<file path="src/rtl/bcd_pkg.sv">
// Shared constants and FSM state encoding for the BCD divisibility checker.
package bcd_pkg;

  localparam int unsigned BCD_DIGIT_W = 4;
  localparam int unsigned BCD_MAX     = 9;

  typedef enum logic [1:0] {
    IDLE = 2'd0,
    RUN  = 2'd1,
    HOLD = 2'd2
  } state_t;

endpackage : bcd_pkg

</file>
<file path="src/rtl/bcd_digit_step.sv">
// One Horner step: folds a single digit into the running remainder and binary value.
module bcd_digit_step
  import bcd_pkg::*;
#(
  parameter int unsigned DIVISOR = 3,
  parameter int unsigned BW      = 14
) (
  input  logic [$clog2(DIVISOR)-1:0] rem,
  input  logic [BW-1:0]              bin,
  input  logic [BCD_DIGIT_W-1:0]     d,
  output logic [$clog2(DIVISOR)-1:0] rem_next,
  output logic [BW-1:0]              bin_next,
  output logic                       d_err
);

  localparam int unsigned RW = $clog2(DIVISOR);
  // Wide enough for 10*(DIVISOR-1) + 15, the worst case with a malformed nibble.
  localparam int unsigned TW = $clog2(10 * (DIVISOR - 1) + 16);

  logic [TW-1:0] acc;

  // Remainder, binary accumulation and nibble range check for this digit.
  always_comb begin
    acc      = TW'(rem) * TW'(10) + TW'(d);
    rem_next = RW'(acc % TW'(DIVISOR));
    bin_next = bin * BW'(10) + BW'(d);
    d_err    = (d > BCD_DIGIT_W'(BCD_MAX));
  end

endmodule : bcd_digit_step

</file>
<file path="config.mk">
export PLATFORM = sky130hd
export DESIGN_NAME = bcd_digit_step
export DESIGN_NICKNAME = d
export VERILOG_FILES = /design/src/rtl/bcd_pkg.sv /design/src/rtl/bcd_digit_step.sv
export SDC_FILE = /design/constraint.sdc
export NUM_CORES = 1
export LEC_CHECK = 0
export ABC_AREA = 1
export CORE_UTILIZATION = 54
export DETAILED_ROUTE_END_ITERATION = 8
export GPL_TIMING_DRIVEN = 0
export PLACE_DENSITY = 0.95
export SETUP_SLACK_MARGIN = 0.2
export SLEW_MARGIN = 20
export SYNTH_ARGS = -nofsm -noshare
export SYNTH_HDL_FRONTEND = slang
export SYNTH_SLANG_ARGS = --single-unit
</file>
<file path="constraint.sdc">
create_clock -name vclk -period 7.1
set_clock_uncertainty 0.1 [all_clocks]
set_input_delay 1.065 -clock vclk [all_inputs]
set_output_delay 1.065 -clock vclk [all_outputs]
set_load 0.005 [all_outputs]
</file>
==> flow_summary.yaml, run 1 <==
detailed_routing:
  routed_via_density: 4.97
  num_vias: 1283
  route.detailed.drc: 0
  drt_first_pass_iters: 4
  drtAntennaViolNets: 0
  post_drt_wl_per_cell_um: 9.99
  totalWireLength_mm: 2.58
  drt_iter0_markers: 22
sta:
  rsz0062_at_grt: "false"
  worst_slack_ps: 1440
  maxSlewHeadroom: 0.784
  hold_viol: 0
  hold_ws_ps: 3100
  drv_slew: 0
  fin_crit_sh: 0.798
  setup_tns_ps: 0
  period_minus_slack_ps: 5660
  worstMarginPinSlew_ps: 321
  final-setup-viol-count: 0
  max_freq_mhz: 177
synth:
  seq_area_frac_synth: 0
  netlist_area_mm2: 0.00122
  yosys_warnings: 0
  avgSynthCellArea_um2: 6.26
  syn_inst: 195
  synth_nets: 245
  yosysUniqueCellTypes: 23
critical_path:
  worstSetupEndpoint: "rem_next[0]"
  crit_fanout: 3
  worst_ep_arrival_time_ps: 4500
  crit_start: "d[1]"
  cp_common_cell: "nand2_1"
  cp_slowest_cell: "clkdlybuf4s50_1"
  crit_path_max_incr_delay_ps: 520
  crit_path_start_kind: "primary input"
  worstPathRequired_ps: 5930
  worstSetupPathType: "primary input to primary output"
  crit_path_end_kind: "primary output"
die:
  die_h_um: 49.6
  core_mm2: 0.00204
  die_w_um: 49.6
  ioPinCount: 37
  rows: 16
  dieArea_mm2: 0.00246
  start_util: 0.598
place:
  dp_hpwl_mm: 2.36
  portBuffers: 36
  post-place-ws_ps: 1450
  place.gp.congestion: 0.776
  dpl-instance-area_mm2: 0.00162
finish:
  final_layout_size_suffix_gt1_frac: 0.0693
  seq_cell_count: 0
  antenna_cells: 0
  fin_nets: 283
  syn2layout_area_growth_pct: 32.3
  design_area_mm2: 0.00162
  nClkBuffers: 0
  nFillCells: 167
  regArea_um2: 0
pwr:
  switching_power_uw: 106
  pwr-share-clk: 0
  power.leakage_nw: 0.873
  pwr-share-comb: 1.000
  internal-power_uw: 108
  peakVddDrop_uv: 139
  pwr-share-seq: 0
  p_sw_frac: 0.494
  power.density_mw_per_mm2: 133
global_routing:
  grt_antenna_before_repair: 0
  grt_pass1_wl_mm: 4.43
  grt_use_total: 0.221
  grt_pass1_vias: 1099
  grt_overflow: 0
  grt_max_degree: 6
cts:
  cts_hold_buf: 0
  cts_setup_buffers: 0
  cts-resized-gates: 0
outcome:
  status: "completed"
hold_path:
  holdCritPathClass: "primary input to primary output"
  hold_start: "d[3]"
job:
  max_cap_viol_count: 0
==> routing by layer <==
| layer | track usage | wire, µm | up-vias |
|---|---|---|---|
| li1 | - | - | 689 |
| met1 | 0.291 | 1190 | 559 |
| met2 | 0.419 | 1310 | 35 |
| met3 | 0.00309 | 86 | 0 |
| met4 | 0 | 0 | 0 |
| met5 | 0 | 0 | - |
==> cell usage after synthesis <==
library cell / instances / area, µm²
nand2_1: 46 / 173
inv_1: 40 / 150
ha_1: 27 / 338
nand3_1: 18 / 90.1
xor2_1: 12 / 105
nor2_1: 10 / 37.5
xnor2_1: 7 / 61.3
a21oi_1: 6 / 30.0
nand2_2: 5 / 31.3
fa_1: 3 / 60.1
nand4_1: 3 / 18.8
o21ai_0: 3 / 15.0
o21ai_2: 3 / 26.3
inv_2: 2 / 7.51
nor2_2: 2 / 12.5
a21oi_2: 1 / 8.76
a31oi_1: 1 / 6.26
buf_4: 1 / 7.51
nand3_2: 1 / 10.0
nor2_4: 1 / 11.3
nor4_1: 1 / 6.26
o21a_1: 1 / 7.51
o21bai_1: 1 / 7.51
==> how the worst min path moves through the flow <==
stage / slack (ps) / cells after the start / to
floorplan: 2110 / 1 / bin_next[0]
global placement: 3070 / 3 / d_err
detailed placement: 3100 / 3 / d_err
CTS: 3110 / 3 / d_err
global route: 3140 / 3 / bin_next[0]
finish: 3100 / 3 / d_err
==> final cells by class <==
cell class | count | area, µm² | area share
Buffer | 1 | 7.51 | 0.00465
Inverter | 42 | 158 | 0.0976
Multi-Input combinational cell | 152 | 1060 | 0.654
Tap cell | 27 | 33.8 | 0.0209
Timing Repair Buffer | 36 | 360 | 0.223
==> critical path: cells and delay by family <==
family / cells / cell delay, ps
adders and majority gates: 4 / 940
and+or+nand+nor: 15 / 1080
buffers and inverters: 7 / 1400
==> cell families after synthesis <==
kind of cell	Yosys count	share of synthesized area
simple gates	87	0.320
buf+inv	43	0.135
fa+ha+maj	30	0.326
xor+xnor	19	0.136
compound gates	16	0.0830
==> cell usage in the layout (no fill, tap or decap), drive strengths merged, types with 3 or more instances in the layout <==
cell	instances
ha	27
inv	42
xor2	12
nand3	19
nand2	51
a21oi	7
xnor2	7
o21ai	6
nor2	13
nand4	3
clkdlybuf4s50	36
fa	3
==> power by group through the flow <==
| stage | clock, mW | sequential (mW) | combinational, mW |
|---|---|---|---|
| CTS | 0 | 0 | 0.216 |
| global placement | 0 | 0 | 0.208 |
| detailed placement | 0 | 0 | 0.214 |
| global route | 0 | 0 | 0.240 |
| floorplan | 0 | 0 | 0.128 |
| finish | 0 | 0 | 0.214 |
==> per-stage QoR <==
step,instances,total power [mW],utilization
after global routing,258,0.240,0.791
after floorplan,195,0.128,-
after detailed placement,258,0.214,0.791
after global placement,258,0.208,0.791
after CTS,258,0.216,0.791
final,258,0.214,0.791
Power figures use the tool's default switching activity.
==> inputs of run 2 (changes only) <==
CORE_UTILIZATION = 50   (was 54)
clock period = 5.3 ns   (was 7.1 ns; I/O delays follow)
==> run 2 against run 1 <==
Net effect: final cell count increased by 0.78%; wire length increased by 4.0%; first-iteration DRC count decreased by 23%; sequential share of layout area unchanged; global-route usage decreased by 0.92 points; non-clock buffer count increased by 1; clock-buffer cell count unchanged; power increased by 40%; critical path type unchanged; critical endpoint is now bin_next[13]; largest cell class unchanged.
==> flow_summary.yaml, run 2 (synthesis results as in run 1) <==
finish:
  layout_commonest_cell: "nand2_1"
  mostFrequentLayoutCells: "46 x nand2_1, 39 x inv_1, 31 x clkdlybuf4s50_1, 25 x ha_1, 17 x nand3_1"
  multi_input_area_mm2: 0.00109
  seq_cell_count: 0
  fin_cells: 260
  syn2layout_area_growth_pct: 36.9
  final_util: 0.741
  fin_nets: 284
  antenna_cells: 0
  final_layout_size_suffix_gt1_frac: 0.0991
  nFillCells: 177
  nClkBuffers: 0
  regArea_um2: 0
sta:
  period_minus_slack_ps: 4790
  hold_viol: 0
  final-setup-viol-count: 0
  fin_crit_sh: 0.905
  rsz0062_at_grt: "false"
  maxSlewHeadroom: 0.774
  worst_slack_ps: 505
  drv_slew: 0
  max_freq_mhz: 209
  setup_tns_ps: 0
  worstMarginPinSlew_ps: 336
place:
  portBuffers: 36
  place.gp.congestion: 0.758
  dp_cells: 259
  dp_hpwl_mm: 2.35
  post-place-ws_ps: 208
detailed_routing:
  totalWireLength_mm: 2.68
  route.detailed.drc: 0
  num_vias: 1295
  routed_via_density: 4.98
  drt_iter0_markers: 17
  drt_first_pass_iters: 4
  drtAntennaViolNets: 0
  post_drt_wl_per_cell_um: 10.3
global_routing:
  grt_pass1_vias: 1204
  grt_pass1_wl_mm: 4.53
  grt_use_total: 0.211
  grt_max_degree: 6
  grt_use_met2: 0.433
  grt_antenna_before_repair: 0
  met3_usage: 0.00298
  grt_overflow: 0
  grt_busiest_layer: "met2"
  use_met1: 0.249
cts:
  cts_hold_buf: 0
die:
  ioPinCount: 37
  rows: 17
  start_util: 0.542
  core_mm2: 0.00225
  die_w_um: 51.4
  dieArea_mm2: 0.00264
  die_h_um: 51.4
critical_path:
  crit_path_start_kind: "primary input"
  worst_ep_arrival_time_ps: 3900
  crit_fanout: 3
  worstPathRequired_ps: 4410
  crit_path_end_kind: "primary output"
  worstSetupPathType: "primary input to primary output"
  crit_start: "bin[1]"
hold_path:
  hold_start: "d[1]"
  hold_depth: 3
  min_to: "d_err"
  holdCritPathClass: "primary input to primary output"
pwr:
  peakVddDrop_uv: 147
  total_power_uw: 299
  power.density_mw_per_mm2: 179
  power.leakage_nw: 0.930
job:
  max_cap_viol_count: 0
outcome:
  status: "completed"
[run 2: how the worst max path moves through the flow]
stage                    to  slack [ps]  cells past startpoint
6_report       bin_next[13]         510                     15
5_1_grt        bin_next[13]         270                     15
4_1_cts         rem_next[0]         210                     26
3_5_place_dp    rem_next[0]         210                     26
3_3_place_gp    rem_next[0]         300                     26
2_1_floorplan   rem_next[1]        1440                     25
[run 2: layout make-up]
| cell class | count | area share |
|---|---|---|
| plain buffers | 1 | 0.00449 |
| inverters | 42 | 0.0943 |
| multi-input cells | 152 | 0.653 |
| well taps | 28 | 0.0210 |
| repair buffers | 37 | 0.228 |
[run 2: through the flow]
step | hold WS, ps | cell area [µm²]
after floorplan | 1570 | 1220
after detailed placement | 2520 | 1620
after global routing | 2270 | 1670
final | 2240 | 1670
after CTS | 2520 | 1620
after global placement | 2510 | 1620
[run 2: critical path: stages]
cell             delay [ps]
clkdlybuf4s50_1         470
ha_1                    310
ha_1                    170
inv_1                    60
fa_1                    440
xnor2_2                 220
nand4_1                 170
nor2_1                  170
nand2_1                 100
nor2_1                  160
nand2_1                 110
nor2_1                  100
nand3_1                  80
nand2_1                  70
clkdlybuf4s50_1         480
[run 2: repair_timing]
item,CTS,global route
setup buffers,0,1
setup endpoints to repair,0,3
gates resized for setup,0,13
[run 2: metal layers]
layer  wire length [µm]  part of all wire
met1               1180              0.44
met2               1420              0.53
met3                 75             0.028
met4                  0                 0
met5                  0                 0
[run 2: power breakdown]
part	internal [mW]	leakage, nW	switching, mW
clock network	0	0	0
registers	0	0	0
logic	0.152	0.930	0.147
total	0.152	0.930	0.147
